$ cat config.mk
export PLATFORM = sky130hd
export DESIGN_NAME = ysyx_25060170_lsu_wb
export DESIGN_NICKNAME = d
export VERILOG_FILES = /design/src/rtl/ysyx_25060170_lsu_wb.sv
export SDC_FILE = /design/constraint.sdc
export NUM_CORES = 1
export LEC_CHECK = 0
export ABC_AREA = 1
export CORE_MARGIN = 3
export CORE_UTILIZATION = 50
export DETAILED_ROUTE_END_ITERATION = 8
export PLACE_DENSITY_LB_ADDON = 0.08
export SYNTH_ARGS = -nofsm -noshare
export SYNTH_HDL_FRONTEND = slang
export SYNTH_SLANG_ARGS = --single-unit
$ cat constraint.sdc
create_clock -name clk -period 9.7 [get_ports clk]
set_input_delay 2.91 -clock clk [delete_from_list [all_inputs] [get_ports clk]]
set_output_delay 2.91 -clock clk [all_outputs]
set_load 0.02 [all_outputs]
$ cat src/rtl/ysyx_25060170_lsu_wb.sv
// Load/store + write-back stage between EXU and the GPR file: drives a valid/ready
// memory bus, aligns store lanes, extends loads and issues one GPR write per instruction.
module ysyx_25060170_lsu_wb #(
    parameter int XLEN        = 32,
    parameter int REG_AW      = 5,
    parameter int TIMEOUT_CYC = 255
) (
    input  logic                clk,
    input  logic                rst,
    input  logic                in_valid,
    output logic                in_ready,
    input  logic [XLEN-1:0]     exu_result,
    input  logic [XLEN-1:0]     pc,
    input  logic [REG_AW-1:0]   rd,
    input  logic [1:0]          wb_sel,
    input  logic                reg_we,
    input  logic                mem_rd,
    input  logic                mem_wr,
    input  logic [1:0]          mem_size,
    input  logic                mem_uns,
    input  logic [XLEN-1:0]     store_data,
    output logic                req_valid,
    input  logic                req_ready,
    output logic                req_wen,
    output logic [XLEN-1:0]     req_addr,
    output logic [XLEN-1:0]     req_wdata,
    output logic [XLEN/8-1:0]   req_wstrb,
    input  logic                resp_valid,
    input  logic [XLEN-1:0]     resp_rdata,
    output logic                wb_en,
    output logic [REG_AW-1:0]   wb_addr,
    output logic [XLEN-1:0]     wb_data,
    output logic                done,
    output logic                err
);
    localparam int STRB = XLEN / 8;
    localparam int LSB  = $clog2(STRB);
    localparam int CW   = (TIMEOUT_CYC > 0) ? $clog2(TIMEOUT_CYC + 1) : 1;
    localparam logic [CW-1:0] TMO_LAST = (TIMEOUT_CYC > 0) ? CW'(TIMEOUT_CYC - 1) : '0;

    localparam logic [1:0] S_IDLE = 2'd0;
    localparam logic [1:0] S_REQ  = 2'd1;
    localparam logic [1:0] S_WAIT = 2'd2;
    localparam logic [1:0] S_WB   = 2'd3;

    logic [1:0]        state;
    logic [CW-1:0]     tmo_cnt;

    logic [XLEN-1:0]   l_result;
    logic [XLEN-1:0]   l_pc;
    logic [REG_AW-1:0] l_rd;
    logic [1:0]        l_sel;
    logic [1:0]        l_size;
    logic              l_we;
    logic              l_load;
    logic              l_uns;
    logic [LSB-1:0]    l_off;

    function automatic logic [2:0] align_mask(input logic [1:0] size);
        case (size)
            2'd0:    align_mask = 3'b000;
            2'd1:    align_mask = 3'b001;
            2'd2:    align_mask = 3'b011;
            default: align_mask = 3'b111;
        endcase
    endfunction

    function automatic logic [7:0] byte_mask(input logic [1:0] size);
        case (size)
            2'd0:    byte_mask = 8'h01;
            2'd1:    byte_mask = 8'h03;
            2'd2:    byte_mask = 8'h0F;
            default: byte_mask = 8'hFF;
        endcase
    endfunction

    function automatic logic [XLEN-1:0] pick_wb(input logic [1:0] sel,
                                                input logic [XLEN-1:0] alu,
                                                input logic [XLEN-1:0] pcv,
                                                input logic [XLEN-1:0] ld);
        case (sel)
            2'd0:    pick_wb = alu;
            2'd1:    pick_wb = ld;
            2'd2:    pick_wb = pcv + XLEN'(4);
            default: pick_wb = '0;
        endcase
    endfunction

    logic [LSB-1:0]  in_off;
    logic            in_mem;
    logic            bad_access;
    logic [STRB-1:0] in_strb;
    logic [XLEN-1:0] in_wdata;
    logic [XLEN-1:0] in_aligned;

    always_comb begin
        in_off     = exu_result[LSB-1:0];
        in_mem     = mem_rd | mem_wr;
        bad_access = ((mem_size == 2'd3) && (XLEN == 32)) ||
                     (|(exu_result[2:0] & align_mask(mem_size)));
        in_strb    = STRB'(byte_mask(mem_size)) << in_off;
        in_wdata   = store_data << {in_off, 3'b000};
        in_aligned = {exu_result[XLEN-1:LSB], {LSB{1'b0}}};
    end

    // Shift the addressed lane up to the MSB, then back down arithmetically or logically.
    logic [XLEN-1:0] lane;
    logic [XLEN-1:0] lane_up;
    logic [6:0]      ext_sh;
    logic [XLEN-1:0] load_ext;

    always_comb begin
        lane     = resp_rdata >> {l_off, 3'b000};
        ext_sh   = 7'(XLEN) - (7'd8 << l_size);
        lane_up  = lane << ext_sh;
        load_ext = l_uns ? (lane_up >> ext_sh) : XLEN'($signed(lane_up) >>> ext_sh);
    end

    logic in_access;
    logic finish_ok;
    logic timed_out;

    always_comb begin
        in_access = (state == S_REQ) || (state == S_WAIT);
        finish_ok = ((state == S_REQ) && req_ready && resp_valid) ||
                    ((state == S_WAIT) && resp_valid);
        timed_out = (TIMEOUT_CYC != 0) && in_access && (tmo_cnt == TMO_LAST);
    end

    assign in_ready = (state == S_IDLE) && !rst;

    always_ff @(posedge clk or posedge rst) begin
        if (rst) begin
            state     <= S_IDLE;
            tmo_cnt   <= '0;
            l_result  <= '0;
            l_pc      <= '0;
            l_rd      <= '0;
            l_sel     <= '0;
            l_size    <= '0;
            l_we      <= 1'b0;
            l_load    <= 1'b0;
            l_uns     <= 1'b0;
            l_off     <= '0;
            req_valid <= 1'b0;
            req_wen   <= 1'b0;
            req_addr  <= '0;
            req_wdata <= '0;
            req_wstrb <= '0;
            wb_en     <= 1'b0;
            wb_addr   <= '0;
            wb_data   <= '0;
            done      <= 1'b0;
            err       <= 1'b0;
        end else begin
            case (state)
                S_IDLE: begin
                    if (in_valid) begin
                        l_result <= exu_result;
                        l_pc     <= pc;
                        l_rd     <= rd;
                        l_sel    <= wb_sel;
                        l_size   <= mem_size;
                        l_we     <= reg_we;
                        l_load   <= mem_rd & ~mem_wr;
                        l_uns    <= mem_uns;
                        l_off    <= in_off;
                        wb_addr  <= rd;
                        if (!in_mem || bad_access) begin
                            state   <= S_WB;
                            done    <= 1'b1;
                            err     <= in_mem;
                            wb_en   <= !in_mem && reg_we && (rd != '0);
                            wb_data <= pick_wb(wb_sel, exu_result, pc, '0);
                        end else begin
                            state     <= S_REQ;
                            tmo_cnt   <= '0;
                            req_valid <= 1'b1;
                            req_wen   <= mem_wr;
                            req_addr  <= in_aligned;
                            req_wdata <= mem_wr ? in_wdata : '0;
                            req_wstrb <= mem_wr ? in_strb : '0;
                        end
                    end
                end
                S_REQ, S_WAIT: begin
                    // A response arriving on the final allowed cycle still wins over the timeout.
                    if (finish_ok) begin
                        state     <= S_WB;
                        req_valid <= 1'b0;
                        done      <= 1'b1;
                        wb_en     <= l_we && (l_rd != '0);
                        wb_data   <= pick_wb(l_sel, l_result, l_pc, l_load ? load_ext : '0);
                    end else if (timed_out) begin
                        state     <= S_WB;
                        req_valid <= 1'b0;
                        done      <= 1'b1;
                        err       <= 1'b1;
                        wb_en     <= 1'b0;
                        wb_data   <= pick_wb(l_sel, l_result, l_pc, '0);
                    end else begin
                        tmo_cnt <= tmo_cnt + 1'b1;
                        if ((state == S_REQ) && req_ready) begin
                            req_valid <= 1'b0;
                            state     <= S_WAIT;
                        end
                    end
                end
                S_WB: begin
                    state <= S_IDLE;
                    done  <= 1'b0;
                    err   <= 1'b0;
                    wb_en <= 1'b0;
                end
            endcase
        end
    end
endmodule
==> metrics.md <==
| Metric | Value |
|---|---|
| Most frequent cells in the layout | nand2_1 (619), clkdlybuf4s50_1 (254), dfrtp_1 (189) |
| Maxcap violations | 0 |
| Total Wirelength | ~45 mm |
| Warning count from the yosys run | 0 |
| Gr ovfl total | 0 |
| # hold bufs at CTS | 0 |
| Initial antenna violation count | 2 |
| Hold WC Path Type | flop to flop |
| Final setup fails | 0 |
| Post-synth EDFFs | 0 |
| CTS resizes | 0 |
| Static Leakage | between 6 and 7 nW |
| Starting Density | approximately 50% |
| Fmax | around 0.14 GHz |
| I/O Pins | roughly 260 |
| CP Class | input pin to output port |
| Power density cells | roughly 310 nW/um^2 |
| Worst Setup EP | in_ready |
| Final HPWL DP | 34.9 mm |
| Post-synth top flop | dfrtp_1 |
| Reg power frac | 31.7% |
| Total Routing Usage GR | a little over a third |
| Die ar. | roughly 25000 um^2 |
| Worst slew margin | 29.4% |
| Worst-Skew Late Latency | 0.44 ns |
| Critical path arrival | between 4 and 5 ns |
| Postcts setup bufs | 0 |
| Commonest non-fill, non-tap cell in the layout | nand2_1 |
| Largest net degree at the start of global routing | between 100 and 150 |
| Fillers | between 2000 and 2500 |
| Area growth, synth to finish | 28.2% |
| Clk Tree Root Cell | clkbuf_16 |
| Area occupied by multi-input gates | 5960 um^2 |
| Reg2reg setup slack | 6.61 ns |
| Cell total after placement | roughly 2200 |
| Final std cells w/o fill | about 2200 |
| Final min period | 7.07 ns |
| Worst path max stage delay | 0.62 ns |
| RR Endpoint | wb_data[23] |
| Die H | roughly 160 um |
| DIE WIDTH | approximately 160 um |
| Hold path startpoint | req_wdata[22] |
| Status | finished, final reports clean |
| Logic pwr share | 52.1% |
| Net Switching | around 0.0023 W |
| Async SR Flop Fraction | between 90% and 100% |
| WL/cell | just over 20 um |
| Placed cell area | between 10000 and 15000 um^2 |
| Final period utilization | between 70 and 80% |
| Layout cells sized above 1 | approximately 4.6% |
| Worst path top cell family by delay | buffers and inverters |
| Cell Int Power | approximately 0.0024 W |
| Synth Register Bits | 189 |
| Crit start category | input pin |
| R2R depth | 11 |
| Max Root-Sink Buffers | 2 |
| Slowest CP cell | clkdlybuf4s50_1 |
| Clock Skews | between 0.015 and 0.02 ns |
| Netlist cell types | 58 |
| Max Slew Vio Count | 0 |
| Syn avg cell area | ~6.9 um^2 |
| Worst Max-Slew Pin Slew | 1.06 ns |
| Setup repair after global routing missed its margin | no |
| Worst path cell trace | clkdlybuf4s50_1, nor2_1, clkdlybuf4s50_1 |
| Fin worst setup slack | ~2.6 ns |
| Sequential share of the synthesized area | 40.6% |
| Clock slew seen by the registers of the worst setup and hold paths | 0.08 ns |
| Final hold vios | 0 |
| Worst path bufs/invs | 2 |
| First-pass detailed-route iteration total | 9 |
| Crit path depth | 3 |
| R2R Path Start | l_result[0] |
| DR vias | around 13000 |
| Mapped Cells | between 1500 and 2000 |
| CTS buffer count | 17 |
| Core area | between 20000 and 25000 um^2 |
| Port bufs | around 250 |
| Crit path top cell by count | clkdlybuf4s50_1 |
| Initial drt markers | around 1500 |
| Post-route ant nets | 0 |
| TritonCTS clock tree | yes |
| Gpl congestion | around 1.1 |
| Crit. End Element | output port |
| Finished Cell Area | ~15000 um^2 |
| H-tree level count | 4 |
| Switching share of total power | roughly 49% |
| Vias in the first global route | 11600 |
| Worst-path maximum fanout | 2 |
| Worst VDD drop | ~0.32 mV |
| Via density per instance | about 5.7 |
| Syn Std Cell Area | about 12000 um^2 |
| Critical Path RT | around 6.8 ns |
| Pre-CTS setup slack | about 2.6 ns |
| Clock power share | approximately 16% |
| Crit. Startpoint | rst |
| CTS sink cnt | ~190 |
| Design Power | about 0.0046 W |
| Nets | 2054 |
| FP Rows | 55 |
| # DRC | 0 |
| Setup_tns | 0 ns |
| First-pass GRT wire length | 68.2 mm |
| Register area | 4730 um^2 |
==> metrics by stage <==
stage,hold WS (ns),utilization [%]
after floorplan,0.449,-
after global placement,0.464,62.8
after detailed placement,0.467,62.8
after CTS,0.487,65.5
after global routing,0.506,65.5
final,0.485,65.5
==> cells in the mapped netlist, types with 3 or more instances <==
cell type  instances  area (um^2)
nand2_1          620         2330
dfrtp_1          189         4730
o21ai_0          180          901
inv_1            143          537
nand3_1          135          676
nor2_1           103          387
a21oi_1           47          235
clkbuf_1          35          131
nand4_1           25          156
nor3_1            24          120
buf_2             20          100
o31ai_1           14          105
o211ai_1          11         82.6
inv_2              9         33.8
a221oi_1           8         70.1
ha_1               8          100
o221ai_1           8         70.1
nor2_2             7         43.8
a21boi_1           6         45.0
buf_6              6         67.6
xor2_1             6         52.6
buf_4              5         37.5
o21ai_1            5         25.0
o22ai_1            5         31.3
a2bb2oi_1          4         35.0
buf_1              4         15.0
clkinv_1           4         15.0
nand2_2            4         25.0
nand3b_1           4         30.0
a211oi_1           3         22.5
a21oi_2            3         26.3
a2bb2oi_2          3         45.0
or2_0              3         18.8
or2_2              3         18.8
==> routing by layer <==
metal / share of wire (%) / GRT usage [%] / up-vias
met3: 11 / 11.2 / 78
met2: 43 / 52.0 / 675
met1: 43 / 51.4 / 5956
li1: - / - / 5936
met4: 2.8 / 10.6 / 4
met5: 0.033 / 0 / -
==> sequential cells by signal, indices dropped and copies added (netlist names) <==
register,flops
req_wstrb,4
req_wen,1
l_result,32
tmo_cnt,8
req_wdata,32
l_uns,1
req_valid,1
l_rd,5
l_we,1
l_load,1
l_pc,32
l_size,2
err,1
wb_data,32
wb_en,1
l_sel,2
state,2
req_addr,30
done,1
==> power groups by stage <==
| stage | sequential (W) | combinational, W | clock (W) |
|---|---|---|---|
| 6_report | 0.00147 | 0.00241 | 0.000748 |
| 5_1_grt | 0.00150 | 0.00262 | 0.000782 |
| 4_1_cts | 0.00145 | 0.00237 | 0.000750 |
| 3_5_place_dp | 0.00146 | 0.00236 | 0 |
| 3_3_place_gp | 0.00146 | 0.00231 | 0 |
| 2_1_floorplan | 0.00156 | 0.00132 | 0 |
==> how the worst min path moves through the flow <==
stage                                to  slack [ns]  cells after the start
final                     req_wdata[22]        0.48                      2
after global routing       req_wstrb[2]        0.51                      2
after CTS                   l_result[5]        0.49                      2
after detailed placement    l_result[5]        0.47                      2
after global placement      wb_data[25]        0.46                      2
after floorplan            l_result[10]        0.45                      2
==> tightest hold or removal path, cell delays in order, from the launching register on <==
cell and delay, ns:
dfrtp_1 0.35, nand2_1 0.05, o21ai_0 0.06
==> area by class of cell <==
cell class	count	area share, %
Tap cell	313	2.62
Timing Repair Buffer	263	17.5
Antenna cell	1	0.0168
Sequential cell	189	31.7
Clock inverter	14	1.27
Inverter	159	4.12
Clock buffer	18	2.88
Multi-Input combinational cell	1270	39.9
==> cells by family (layout without fill, tap and decap cells) <==
group | after synthesis | in the layout | share of synthesized area, %
and+or+nand+nor | 944 | 944 | 34.1
AOI/OAI and AO/OA | 309 | 309 | 15.5
buffers and inverters | 229 | 454 | 8.26
DFF | 189 | 189 | 40.6
adders and majority gates | 8 | 8 | 0.860
xor gates and xnor gates | 7 | 7 | 0.527
other | 1 | 3 | 0.0322
(Power assumes the default switching activity.)
